[src/rtl/eeg_load_ctrl_if.sv]
// eeg_load_ctrl_if: SoC-side EEG stream, input-memory write port and
// compute-core handshake of the epoch load sequencer.
// Optional macro EEG_SUM_EN adds the eeg_sum epoch accumulator output.
interface eeg_load_ctrl_if #(
    parameter int unsigned ADDR_W = 16,
    parameter int unsigned DATA_W = 16
`ifdef EEG_SUM_EN
    , parameter int unsigned SUM_W = 28
`endif
);
    logic              start_eeg_load;
    logic              new_eeg_data;
    logic [DATA_W-1:0] eeg;
    logic              new_sleep_epoch;
    logic              mem_wr_en;
    logic [ADDR_W-1:0] mem_wr_addr;
    logic [DATA_W-1:0] mem_wr_data;
    logic              inf_start;
    logic              inf_done;
    logic              inference_complete;
    logic              busy;
    logic              err_short_epoch;
    logic              err_overflow;
`ifdef EEG_SUM_EN
    logic signed [SUM_W-1:0] eeg_sum;
`endif

    // Sequencer side
    modport slave (
        input  start_eeg_load, new_eeg_data, eeg, new_sleep_epoch, inf_done,
        output mem_wr_en, mem_wr_addr, mem_wr_data, inf_start,
        output inference_complete, busy, err_short_epoch, err_overflow
`ifdef EEG_SUM_EN
        , output eeg_sum
`endif
    );

    // SoC / core / testbench side
    modport master (
        output start_eeg_load, new_eeg_data, eeg, new_sleep_epoch, inf_done,
        input  mem_wr_en, mem_wr_addr, mem_wr_data, inf_start,
        input  inference_complete, busy, err_short_epoch, err_overflow
`ifdef EEG_SUM_EN
        , input eeg_sum
`endif
    );
endinterface

[src/rtl/eeg_load_ctrl.sv]
// eeg_load_ctrl: epoch-level sequencer. Loads NUM_SAMPLES streamed ADC
// samples into input memory (offset-binary -> two's complement), then on
// the sleep-epoch tick launches inference and reports completion.
// Optional macro EEG_SUM_EN adds a signed running sum of the epoch samples.
module eeg_load_ctrl #(
    parameter int unsigned NUM_SAMPLES = 3000,
    parameter int unsigned BASE_ADDR   = 0,
    parameter int unsigned ADDR_W      = 16,
    parameter int unsigned DATA_W      = 16
) (
    input  logic            clk,
    input  logic            rst_n,
    eeg_load_ctrl_if.slave  bus
);
    localparam int unsigned CNT_W = $clog2(NUM_SAMPLES + 1);
    localparam logic [CNT_W-1:0] LAST_CNT = CNT_W'(NUM_SAMPLES - 1);
`ifdef EEG_SUM_EN
    localparam int unsigned SUM_W = DATA_W + $clog2(NUM_SAMPLES);
`endif

    typedef enum logic [2:0] {
        S_IDLE,
        S_LOADING,
        S_READY,
        S_START,
        S_INFER
    } state_t;

    state_t             r_state;
    logic [CNT_W-1:0]   r_cnt;
    logic               r_wr_en;
    logic [ADDR_W-1:0]  r_wr_addr;
    logic [DATA_W-1:0]  r_wr_data;
    logic               r_inf_start;
    logic               r_inf_cmpl;
    logic               r_busy;
    logic               r_err_short;
    logic               r_err_ovf;

    logic [DATA_W-1:0]  w_conv;
    logic [ADDR_W-1:0]  w_addr;
    logic               w_last;

    // Offset-binary to two's complement is a flip of the sign bit
    assign w_conv = {~bus.eeg[DATA_W-1], bus.eeg[DATA_W-2:0]};
    assign w_addr = ADDR_W'(BASE_ADDR) + ADDR_W'(r_cnt);
    assign w_last = (r_cnt == LAST_CNT);

`ifdef EEG_SUM_EN
    logic signed [SUM_W-1:0] r_sum;
    logic signed [SUM_W-1:0] w_sum_inc;

    assign w_sum_inc = {{(SUM_W - DATA_W){w_conv[DATA_W-1]}}, w_conv};
    assign bus.eeg_sum = r_sum;
`endif

    // Load/infer sequencing with all outputs registered
    always_ff @(posedge clk or negedge rst_n) begin
        if (!rst_n) begin
            r_state     <= S_IDLE;
            r_cnt       <= '0;
            r_wr_en     <= 1'b0;
            r_wr_addr   <= '0;
            r_wr_data   <= '0;
            r_inf_start <= 1'b0;
            r_inf_cmpl  <= 1'b0;
            r_busy      <= 1'b0;
            r_err_short <= 1'b0;
            r_err_ovf   <= 1'b0;
`ifdef EEG_SUM_EN
            r_sum       <= '0;
`endif
        end else begin
            r_wr_en     <= 1'b0;
            r_inf_start <= 1'b0;
            r_inf_cmpl  <= 1'b0;
            case (r_state)
                S_IDLE: begin
                    if (bus.start_eeg_load) begin
                        r_state     <= S_LOADING;
                        r_cnt       <= '0;
                        r_busy      <= 1'b1;
                        r_err_short <= 1'b0;
                        r_err_ovf   <= 1'b0;
`ifdef EEG_SUM_EN
                        r_sum       <= '0;
`endif
                    end else if (bus.new_eeg_data) begin
                        r_err_ovf <= 1'b1;
                    end
                end
                S_LOADING: begin
                    if (bus.new_eeg_data) begin
                        r_wr_en   <= 1'b1;
                        r_wr_addr <= w_addr;
                        r_wr_data <= w_conv;
                        r_cnt     <= r_cnt + CNT_W'(1);
`ifdef EEG_SUM_EN
                        r_sum     <= r_sum + w_sum_inc;
`endif
                        if (w_last) begin
                            // A tick on the final sample is honoured directly
                            if (bus.new_sleep_epoch) begin
                                r_state     <= S_START;
                                r_inf_start <= 1'b1;
                            end else begin
                                r_state <= S_READY;
                            end
                        end else if (bus.new_sleep_epoch) begin
                            r_err_short <= 1'b1;
                        end
                    end else if (bus.new_sleep_epoch) begin
                        r_err_short <= 1'b1;
                    end
                end
                S_READY: begin
                    if (bus.new_sleep_epoch) begin
                        r_state     <= S_START;
                        r_inf_start <= 1'b1;
                    end
                    if (bus.new_eeg_data) begin
                        r_err_ovf <= 1'b1;
                    end
                end
                S_START: begin
                    r_state <= S_INFER;
                    if (bus.new_eeg_data) begin
                        r_err_ovf <= 1'b1;
                    end
                end
                S_INFER: begin
                    if (bus.inf_done) begin
                        r_state    <= S_IDLE;
                        r_inf_cmpl <= 1'b1;
                        r_busy     <= 1'b0;
                    end
                    if (bus.new_eeg_data) begin
                        r_err_ovf <= 1'b1;
                    end
                end
                default: begin
                    r_state <= S_IDLE;
                    r_busy  <= 1'b0;
                end
            endcase
        end
    end

    assign bus.mem_wr_en          = r_wr_en;
    assign bus.mem_wr_addr        = r_wr_addr;
    assign bus.mem_wr_data        = r_wr_data;
    assign bus.inf_start          = r_inf_start;
    assign bus.inference_complete = r_inf_cmpl;
    assign bus.busy               = r_busy;
    assign bus.err_short_epoch    = r_err_short;
    assign bus.err_overflow       = r_err_ovf;
endmodule

[src/flat_wrapper.sv]
// flat-port wrapper written by rule: the top's interface ports become plain ports
module eeg_load_ctrl_flat 
#(
    parameter int unsigned NUM_SAMPLES = 3000,
    parameter int unsigned BASE_ADDR   = 0,
    parameter int unsigned ADDR_W      = 16,
    parameter int unsigned DATA_W      = 16
)
  (clk, rst_n, bus_start_eeg_load, bus_new_eeg_data, bus_eeg, bus_new_sleep_epoch, bus_inf_done, bus_mem_wr_en, bus_mem_wr_addr, bus_mem_wr_data, bus_inf_start, bus_inference_complete, bus_busy, bus_err_short_epoch, bus_err_overflow);
  eeg_load_ctrl_if #(.ADDR_W(ADDR_W), .DATA_W(DATA_W)) bus_i ();
  input  logic clk;
  input  logic rst_n;
  input wire logic [$bits(bus_i.start_eeg_load)-1:0] bus_start_eeg_load;
  input wire logic [$bits(bus_i.new_eeg_data)-1:0] bus_new_eeg_data;
  input wire logic [$bits(bus_i.eeg)-1:0] bus_eeg;
  input wire logic [$bits(bus_i.new_sleep_epoch)-1:0] bus_new_sleep_epoch;
  input wire logic [$bits(bus_i.inf_done)-1:0] bus_inf_done;
  output wire logic [$bits(bus_i.mem_wr_en)-1:0] bus_mem_wr_en;
  output wire logic [$bits(bus_i.mem_wr_addr)-1:0] bus_mem_wr_addr;
  output wire logic [$bits(bus_i.mem_wr_data)-1:0] bus_mem_wr_data;
  output wire logic [$bits(bus_i.inf_start)-1:0] bus_inf_start;
  output wire logic [$bits(bus_i.inference_complete)-1:0] bus_inference_complete;
  output wire logic [$bits(bus_i.busy)-1:0] bus_busy;
  output wire logic [$bits(bus_i.err_short_epoch)-1:0] bus_err_short_epoch;
  output wire logic [$bits(bus_i.err_overflow)-1:0] bus_err_overflow;
  assign bus_i.start_eeg_load = bus_start_eeg_load;
  assign bus_i.new_eeg_data = bus_new_eeg_data;
  assign bus_i.eeg = bus_eeg;
  assign bus_i.new_sleep_epoch = bus_new_sleep_epoch;
  assign bus_i.inf_done = bus_inf_done;
  assign bus_mem_wr_en = bus_i.mem_wr_en;
  assign bus_mem_wr_addr = bus_i.mem_wr_addr;
  assign bus_mem_wr_data = bus_i.mem_wr_data;
  assign bus_inf_start = bus_i.inf_start;
  assign bus_inference_complete = bus_i.inference_complete;
  assign bus_busy = bus_i.busy;
  assign bus_err_short_epoch = bus_i.err_short_epoch;
  assign bus_err_overflow = bus_i.err_overflow;
  eeg_load_ctrl #(.NUM_SAMPLES(NUM_SAMPLES), .BASE_ADDR(BASE_ADDR), .ADDR_W(ADDR_W), .DATA_W(DATA_W)) u_core (.clk(clk), .rst_n(rst_n), .bus(bus_i));
endmodule
[config.mk]
export PLATFORM = sky130hd
export DESIGN_NAME = eeg_load_ctrl_flat
export DESIGN_NICKNAME = d
export VERILOG_FILES = /design/src/rtl/eeg_load_ctrl_if.sv /design/src/rtl/eeg_load_ctrl.sv /design/src/flat_wrapper.sv
export SDC_FILE = /design/constraint.sdc
export NUM_CORES = 1
export LEC_CHECK = 0
export CORE_ASPECT_RATIO = 0.8
export CORE_MARGIN = 1
export CORE_UTILIZATION = 56
export CTS_CLUSTER_DIAMETER = 100
export DETAILED_ROUTE_END_ITERATION = 8
export DONT_BUFFER_PORTS = 1
export PLACE_DENSITY = 0.74
export RECOVER_POWER = 100
export REMOVE_ABC_BUFFERS = 1
export SLEW_MARGIN = 10
export SYNTH_ARGS = -nofsm -noshare
export SYNTH_HDL_FRONTEND = slang
export SYNTH_SLANG_ARGS = --single-unit
[constraint.sdc]
create_clock -name clk -period 1.6 [get_ports clk]
set_input_delay 0.32 -clock clk [delete_from_list [all_inputs] [get_ports clk]]
set_output_delay 0.32 -clock clk [all_outputs]
set_load 0.05 [all_outputs]
==> flow_metrics.tcl, run 1 <==
set metrics [dict create \
    regArea_mm2 0.001226 \
    required_ps 1820 \
    portBuffers 0 \
    crit_path_end_kind "flop" \
    yosys_warnings 0 \
    finalMaxSlewViolations 0 \
    syn_area_mm2 0.002201 \
    setup_slack_ps -50.61 \
    dp_hpwl_mm 2.982 \
    slowest_stage "nor4_1" \
    clk_pin_slew_ps 90 \
    p_int_mw 2.038 \
    maxCapViolations 0 \
    cts_made_buffers 5 \
    row_count 19 \
    p_sw_mw 1.179 \
    synth_edf_count 0 \
    clk_latency_ps 300 \
    wl_met2_mm 2.263 \
    vias 1702 \
    power.total_mw 3.217 \
    grt_util_all_layers_pct 22.87 \
    hold_violations 0 \
    die_area_mm2 0.004186 \
    initial_core_util_pct 61.31 \
    syn_to_final_growth_pct 11.88 \
    wl_met1_mm 2.093 \
    clock_sinks 49 \
    diodes 0 \
    grt_antenna_before_repair 0 \
    p_leak_nw 1.201 \
    cp_max_fo 7 \
    critPathLaunchType "flop" \
    fin_crit_sh_pct 103.2 \
    worstPathCellList "nand4bb_2 > nor4_1 > mux2i_1" \
    synth.distinct_cells 37 \
    slew-limit-headroom_pct 57.57 \
    multi_input_area_um2 879.6 \
    combPwrFrac_pct 13.9 \
    crit_family "simple AND/OR/NAND/NOR gates" \
    fmax_mhz 605.8 \
    viasPerCell 5.711 \
    wirelength_mm 4.697 \
    path_buf_inv 0 \
    grt_pass1_vias 1560 \
    io-pin-count 60 \
    ir_drop_mv 0.8876 \
    ys.flop_type "dfrtp_1" \
    avgSynthCellArea_um2 9.446 \
    hold_path_class "input port to flop" \
    synth_cells 233 \
    setup_viol 2 \
    seq_area_frac_synth_pct 55.71 \
    crit_type "flop to flop" \
    grt_pass1_wl_mm 7.196 \
    fin_skew_ps 4.013 \
    cts_buffer_depth 2 \
    drtAntennaViolNets 0 \
    die_h_um 58.07 \
    cts_root_buf "clkbuf_8" \
    fin_crit_ps 1651 \
    wl_met3_um 299 \
    finalSetupTns_ps -54.39 \
    status "complete, but fails checks" \
    rsz0062_at_grt "yes" \
    grt_max_degree 50 \
    fillCellCount 276 \
    grt_overflow 0 \
    seqPwrFrac_pct 59.9 \
    core_area_mm2 0.003590 \
    drive_gt1_share_pct 13.01 \
    async_flop_share_pct 100.0 \
    max_stage_delay_ps 470 \
    die_x_um 72.09 \
    drtPass1Iterations 4 \
    p_per_area_mw_per_mm2 1307 \
    highest_layer "met4" \
    violations "negative setup slack" \
    dr.first_iter.drc_count 188 \
    cts_tree "done" \
    place_inst 286 \
    nets 269 \
    finalNonFillerCells 298 \
    routedWlPerCell_um 15.76 \
    drc 0 \
    arrival_ps 1870 \
    routabilityCongestion 0.9110 \
    switching_share_pct 36.66 \
    worst_pin_slew_ps 636.4 \
    pwr-share-clk_pct 26.3 \
    synth-seq-cells 49 \
    h-tree-depth 2 \
]
through the flow:
| stage | setup slack (ps) | cell area [µm²] | hold WS, ps | util [%] |
|---|---|---|---|---|
| 2_1_floorplan | -647.5 | 2108 | 24.41 | - |
| 3_3_place_gp | 130.2 | 2291 | 25.43 | 63.82 |
| 3_5_place_dp | 81.47 | 2291 | 25.35 | 63.82 |
| 4_1_cts | 64.49 | 2432 | 115.5 | 67.76 |
| 5_1_grt | -49.99 | 2462 | 114.3 | 68.60 |
| 6_report | -50.61 | 2462 | 119.2 | 68.60 |
kinds of logic (layout without fill, tap and decap cells):
family / after synthesis / after routing / synth area share [%]
other cells: 1 / 4 / 0.1704
simple gates: 125 / 126 / 26.72
flops: 49 / 49 / 55.71
fa+ha+maj: 1 / 1 / 0.5684
mux: 8 / 8 / 3.695
buf+inv: 25 / 34 / 6.253
compound gates: 24 / 24 / 6.879
per-layer routing:
layer  vias up  track usage (%)
met5         -                0
met4         0            8.964
met3         5            6.609
met2        74            36.18
met1       831            30.11
li1        792                -
power groups by stage:
| stage | clock [mW] | sequential (mW) | combinational, mW |
|---|---|---|---|
| floorplan | 0 | 1.91 | 0.245 |
| global placement | 0 | 1.93 | 0.387 |
| detailed placement | 0 | 1.94 | 0.405 |
| CTS | 0.854 | 1.91 | 0.439 |
| global route | 0.901 | 1.95 | 0.505 |
| finish | 0.846 | 1.93 | 0.446 |
cells in the mapped netlist (all sizes together), types with 2 or more instances:
master	instances	share of area, %
nand2b	4	1.1
or3	2	0.57
buf	12	4.0
o22ai	2	0.57
nor4	5	1.4
clkbuf	4	0.68
and3	2	0.57
o211ai	2	0.68
nand4	5	1.4
o21ai	10	2.3
mux2i	7	3.2
nand3	7	1.6
a21oi	4	0.91
nor2	2	0.34
dfrtp	49	56
inv	9	1.5
nand2	89	15
layout make-up:
type	instances	share of cell area, %
Sequential cell	49	49.80
Multi-Input combinational cell	163	35.72
Timing Repair Buffer	18	6.250
Clock buffer	5	2.795
Tap cell	52	2.642
Clock inverter	2	1.423
Inverter	9	1.372
flip-flops by register name (all words and copies together) (netlist names):
| signal | flops |
|---|---|
| u_core.bus.mem_wr_data | 16 |
| u_core.bus.mem_wr_addr | 12 |
| u_core.r_cnt | 12 |
| u_core.r_state | 3 |
| u_core.bus.busy | 1 |
| u_core.bus.err_overflow | 1 |
| u_core.bus.err_short_epoch | 1 |
| u_core.bus.inf_start | 1 |
| u_core.bus.inference_complete | 1 |
| u_core.bus.mem_wr_en | 1 |
layout by cell type (no fill, tap or decap), types with 2 or more instances in the layout:
| master | netlist | layout |
|---|---|---|
| buf_4 | 4 | 14 |
| clkbuf_8 | 0 | 5 |
| a21oi_1 | 4 | 4 |
| nand2b_1 | 4 | 4 |
| nand2_1 | 89 | 88 |
| or3_1 | 2 | 2 |
| o22ai_1 | 2 | 2 |
| dfrtp_1 | 49 | 49 |
| nand3_1 | 7 | 7 |
| mux2i_1 | 7 | 7 |
| o21ai_0 | 10 | 10 |
| inv_1 | 9 | 9 |
| nor2_1 | 2 | 2 |
| and3_1 | 2 | 2 |
| conb_1 | 1 | 4 |
| nand4_1 | 5 | 5 |
| nor4_1 | 5 | 5 |
| o211ai_1 | 2 | 2 |
repair_timing:
action / 4_1_cts / 5_1_grt
setup endpoints to repair: 0 / 6
gates resized for setup: 0 / 4
hold buffers: 2 / 0
hold endpoints to repair: 49 / 0
setup buffers: 0 / 2
path summary, 6_finish.rpt:
path                                         from                         end  slack [ps]  cells past startpoint
worst max-delay path            u_core.r_state[1]            u_core.r_cnt[11]         -50                      3
worst min-delay path                  bus_eeg[13]  u_core.bus.mem_wr_data[13]         120                      2
worst max register to register  u_core.r_state[1]            u_core.r_cnt[11]         -50                      3
worst min register to register   u_core.r_cnt[11]            u_core.r_cnt[11]         530                      1
max in group asynchronous                   rst_n             u_core.r_cnt[0]         540                      2
min in group asynchronous                   rst_n   u_core.bus.mem_wr_data[6]         640                      2
(Power assumes the default switching activity.)
==> run 2: changes to the inputs <==
--- a/config.mk
+++ b/config.mk
@@ -5,7 +5,6 @@
 export SDC_FILE = /design/constraint.sdc
 export NUM_CORES = 1
 export LEC_CHECK = 0
-export CORE_ASPECT_RATIO = 0.8
 export CORE_MARGIN = 1
 export CORE_UTILIZATION = 56
 export CTS_CLUSTER_DIAMETER = 100
==> flow_metrics.tcl, run 2 (synthesis results as in run 1) <==
set metrics [dict create \
    grt_antenna_before_repair 0 \
    clock_sinks 49 \
    fin_crit_sh_pct 96.77 \
    dr.first_iter.drc_count 135 \
    grt_pass1_vias 1351 \
    grt_util_all_layers_pct 20.62 \
    dp_hpwl_mm 2.763 \
    nets 266 \
    path_buf_inv 1 \
    p_per_area_mw_per_mm2 1268 \
    viasPerCell 5.401 \
    final_common_cell "nand2_1" \
    core_area_mm2 0.003716 \
    initial_core_util_pct 59.23 \
    drive_gt1_share_pct 11.89 \
    fin_skew_ps 2.790 \
    vias 1577 \
    placed_area_mm2 0.002273 \
    p_leak_nw 1.165 \
    slew-limit-headroom_pct 57.62 \
    die_area_mm2 0.004185 \
    worstPathCellList "nand4bb_4 > buf_4 > o31a_1 > a31oi_1" \
    clk_pin_slew_ps 80 \
    cts_setup_buffers 0 \
    worst_pin_slew_ps 635.7 \
    clk_latency_ps 300 \
    slowest_stage "dfrtp_1" \
    portBuffers 0 \
    maxCapViolations 0 \
    crit_type "flop to flop" \
    largest_reg_flops 16 \
    grt_overflow 0 \
    crit_family "compound AO/OA/AOI/OAI gates" \
    cts_tree "done" \
    fin_crit_ps 1548 \
    hold_path_class "input port to flop" \
    drtPass1Iterations 4 \
    final_cell_mix "89 x nand2_1, 48 x dfrtp_1, 11 x buf_4" \
    ir_drop_mv 0.9421 \
    io-pin-count 60 \
    critPathLaunchType "flop" \
    row_count 22 \
    diodes 0 \
    grt_pass1_wl_mm 6.451 \
    drtAntennaViolNets 0 \
    die_h_um 64.69 \
    routabilityCongestion 0.8039 \
    setup_slack_ps 51.76 \
    rsz0062_at_grt "no" \
    die_x_um 64.69 \
    finalMaxSlewViolations 0 \
    cts_made_buffers 5 \
    cp_max_fo 15 \
    setup_viol 0 \
    status "finished, final reports clean" \
    required_ps 1810 \
    fillCellCount 321 \
    fin_area_mm2 0.002385 \
    syn_to_final_growth_pct 8.357 \
    cts_buffer_depth 2 \
    fmax_mhz 645.9 \
    hold_violations 0 \
    h-tree-depth 2 \
    wirelength_mm 4.091 \
    drc 0 \
    arrival_ps 1750 \
    grt_max_degree 50 \
    cts_root_buf "clkbuf_8" \
    crit_path_end_kind "flop" \
    pre_cts_ws_ps 62.61 \
    max_stage_delay_ps 420 \
    routedWlPerCell_um 14.01 \
]
==> run 2: changes by cell type in the layout (fill, tap and decap cells not counted), moves of 2 or more <==
cell      before  now
buf_4         14   11
clkbuf_1       0    2
clkbuf_2       0    2
nor4_1         5    3
nor4_2         0    2
==> run 2: worst paths after layout <==
kind	startpoint	cells past startpoint	slack, ps	end
worst max-delay path	u_core.r_state[1]	4	50	u_core.r_cnt[6]
worst min-delay path	bus_eeg[8]	2	120	u_core.bus.mem_wr_data[8]
worst max register to register	u_core.r_state[1]	4	50	u_core.r_cnt[6]
worst min register to register	u_core.r_cnt[11]	1	510	u_core.r_cnt[11]
max in group asynchronous	rst_n	2	510	u_core.r_state[0]
min in group asynchronous	rst_n	2	650	u_core.bus.mem_wr_data[3]
==> run 2: per-layer routing <==
layer	GRT usage, %	vias to the layer above	wire, µm
li1	-	787	-
met1	30.09	733	1997
met2	29.47	50	1842
met3	4.930	7	198
met4	8.333	0	53
met5	0	-	0
==> run 2: cell type report <==
class                   count  area, µm²  area share (%)
clock buffers               6      72.57           3.043
clock inverters             2      10.01          0.4197
inverters                   9      33.78           1.417
multi-input cells         162      867.1           36.36
flip-flops and latches     49       1227           51.47
well taps                  48      60.06           2.518
repair buffers             16      113.9           4.774
==> run 2: worst register-to-register path, cell delays in order (launching register included) <==
cell and delay (ps):
dfrtp_1 420, nand4bb_4 320, buf_4 260, o31a_1 280, a31oi_1 190
==> run 2: timing repair <==
action                                  CTS  global route
endpoints found under the setup margin    0             8
resized for setup                         0             4
hold endpoints to repair                 49             0
hold buffers                              2             0
==> run 2: where the power goes <==
part	switching, mW	total [mW]	internal, mW
Combinational	0.248	0.418	0.170
Sequential	0.516	1.91	1.40
Clock	0.390	0.693	0.304
Total	1.15	3.02	1.87
==> run 2: through the flow <==
step | hold slack (ps) | cells | util, % | power (mW) | TNS (ps)
CTS | 117.4 | 292 | 64.41 | 3.036 | 0
global route | 111.1 | 292 | 64.18 | 3.163 | 0
floorplan | 24.41 | 220 | - | 2.155 | -10450
finish | 121.7 | 292 | 64.18 | 3.024 | 0
detailed placement | 25.53 | 282 | 61.18 | 2.321 | 0
global placement | 25.67 | 282 | 61.18 | 2.306 | 0
==> run 3: changes to the inputs <==
--- a/config.mk
+++ b/config.mk
@@ -6,11 +6,11 @@
 export NUM_CORES = 1
 export LEC_CHECK = 0
 export CORE_MARGIN = 1
-export CORE_UTILIZATION = 56
+export CORE_UTILIZATION = 50
 export CTS_CLUSTER_DIAMETER = 100
 export DETAILED_ROUTE_END_ITERATION = 8
 export DONT_BUFFER_PORTS = 1
-export PLACE_DENSITY = 0.74
+export PLACE_DENSITY = 0.68
 export RECOVER_POWER = 100
 export REMOVE_ABC_BUFFERS = 1
 export SLEW_MARGIN = 10
==> constraint.sdc (replaced) <==
create_clock -name clk -period 1.6 [get_ports clk]
set_input_delay 0.08 -clock clk [delete_from_list [all_inputs] [get_ports clk]]
set_output_delay 0.08 -clock clk [all_outputs]
set_load 0.05 [all_outputs]
==> flow_metrics.tcl, run 3 (synthesis results as in run 1) <==
set metrics [dict create \
    hold_violations 0 \
    max_stage_delay_ps 580 \
    drc 0 \
    clock_sinks 49 \
    r2r_end "u_core.bus.err_short_epoch" \
    routabilityCongestion 0.8627 \
    cts_made_buffers 5 \
    fin_area_mm2 0.002668 \
    whs_path_depth 3 \
    syn_to_final_growth_pct 21.21 \
    largest_reg_flops 16 \
    fin_crit_sh_pct 94.36 \
    crit_path_end_kind "flop" \
    initial_core_util_pct 53.48 \
    r2r_slack_ps 90 \
    worst_pin_slew_ps 1069 \
    grt_antenna_before_repair 0 \
    p_leak_nw 1.279 \
    portBuffers 0 \
    wl_met3_um 196 \
    worstPathCellList "buf_6 > or4b_4 > a32o_1" \
    fin_skew_ps 7.589 \
    p_per_area_mw_per_mm2 1219 \
    setup_viol 0 \
    r2r-start "u_core.r_state[2]" \
    r2r_cells 3 \
    final_common_cell "nand2_1" \
    worstHoldEndpoint "u_core.r_state[0]" \
    crit_type "flop to flop" \
    dp_hpwl_mm 2.770 \
    cts_buffer_depth 2 \
    final_cell_mix "89 x nand2_1, 48 x dfrtp_1, 20 x dlygate4sd3_1" \
    clk_pin_slew_ps 90 \
    vias 1723 \
    maxCapViolations 0 \
    die_h_um 68.35 \
    grt_overflow 0 \
    ir_drop_mv 0.7701 \
    dr.first_iter.drc_count 165 \
    crit_start "u_core.r_state[2]" \
    drtAntennaViolNets 0 \
    core_area_mm2 0.004115 \
    grt_pass1_wl_mm 6.803 \
    critPathLaunchType "flop" \
    h-tree-depth 2 \
    power.total_mw 3.253 \
    nets 291 \
    wl_met2_mm 2.105 \
    path_buf_inv 1 \
    slew-limit-headroom_pct 28.76 \
    required_ps 1790 \
    fillCellCount 333 \
    cts_tree "done" \
    cts_root_buf "clkbuf_8" \
    routedWlPerCell_um 14.10 \
    final_core_util_pct 64.82 \
    wl_met1_mm 2.138 \
    grt_max_degree 50 \
    clk_latency_ps 300 \
    cp_max_fo 12 \
    finalMaxSlewViolations 0 \
    viasPerCell 5.401 \
    io-pin-count 60 \
    worst_hold_slack_ps 47.39 \
    multi_input_area_um2 883.3 \
    rsz0062_at_grt "yes" \
    placed_area_mm2 0.002318 \
    grt_pass1_vias 1543 \
    crit_family "simple AND/OR/NAND/NOR gates" \
    min_from "bus_new_sleep_epoch" \
    die_area_mm2 0.004671 \
    arrival_ps 1700 \
    regArea_mm2 0.001227 \
    slowest_stage "or4b_4" \
    status "finished, final reports clean" \
    wirelength_mm 4.498 \
    drive_gt1_share_pct 11.90 \
    die_x_um 68.35 \
    row_count 23 \
    hold_path_class "input port to flop" \
    drtPass1Iterations 4 \
    fmax_mhz 662.4 \
    fin_crit_ps 1510 \
    diodes 0 \
    grt_util_all_layers_pct 19.84 \
    highest_layer "met4" \
]
==> run 3: cell types whose count changed in the layout (fill, tap and decap cells not counted), moves of 2 or more <==
cell	change
clkinv_2	-2
dlygate4sd3_1	+19
clkbuf_2	-2
clkbuf_1	+3
buf_4	+2
==> run 3: tightest hold or removal path: stages <==
cell      delay [ps]
nand2b_1          50
a221oi_1          70
o41a_1           100
==> run 3: metal layers <==
metal,up-vias,global-route usage (%)
met5,-,0
met4,0,7.813
met3,5,4.333
met2,42,30.39
met1,834,27.21
li1,842,-
==> run 3: how the worst max path moves through the flow <==
stage,cells past startpoint,endpoint
after floorplan,4,u_core.bus.err_short_epoch
after global placement,4,u_core.r_cnt[3]
after detailed placement,4,u_core.r_cnt[3]
after CTS,4,u_core.bus.err_short_epoch
after global routing,4,u_core.r_cnt[3]
final,3,u_core.bus.err_short_epoch
==> run 3: layout make-up <==
class,count,share of cell area (%)
clock buffer,6,2.720
inverter,9,1.266
timing repair buffer,40,13.09
clock inverter,2,1.454
tap,50,2.345
sequential,49,46.01
multi-input combinational,163,33.11
==> run 3: repair_timing <==
| action | CTS | global route |
|---|---|---|
| setup buffers | 0 | 1 |
| hold buffers | 21 | 0 |
| resized for setup | 0 | 5 |
| endpoints found under the setup margin | 0 | 4 |
| endpoints found under the hold margin | 72 | 0 |
==> run 3: through the flow <==
| stage | worst slack (ps) | std cells | setup TNS, ps |
|---|---|---|---|
| 2_1_floorplan | -647.5 | 220 | -10450 |
| 3_3_place_gp | 107.7 | 288 | 0 |
| 3_5_place_dp | 75.06 | 288 | 0 |
| 4_1_cts | 58.76 | 317 | 0 |
| 5_1_grt | -2.854 | 319 | -2.854 |
| 6_report | 90.26 | 319 | 0 |
==> run 3: power breakdown <==
part	internal [mW]	leakage, nW	switching, mW
Clock	0.469	0.0554	0.404
Combinational	0.213	0.604	0.307
Sequential	1.40	0.620	0.462
Total	2.08	1.28	1.17
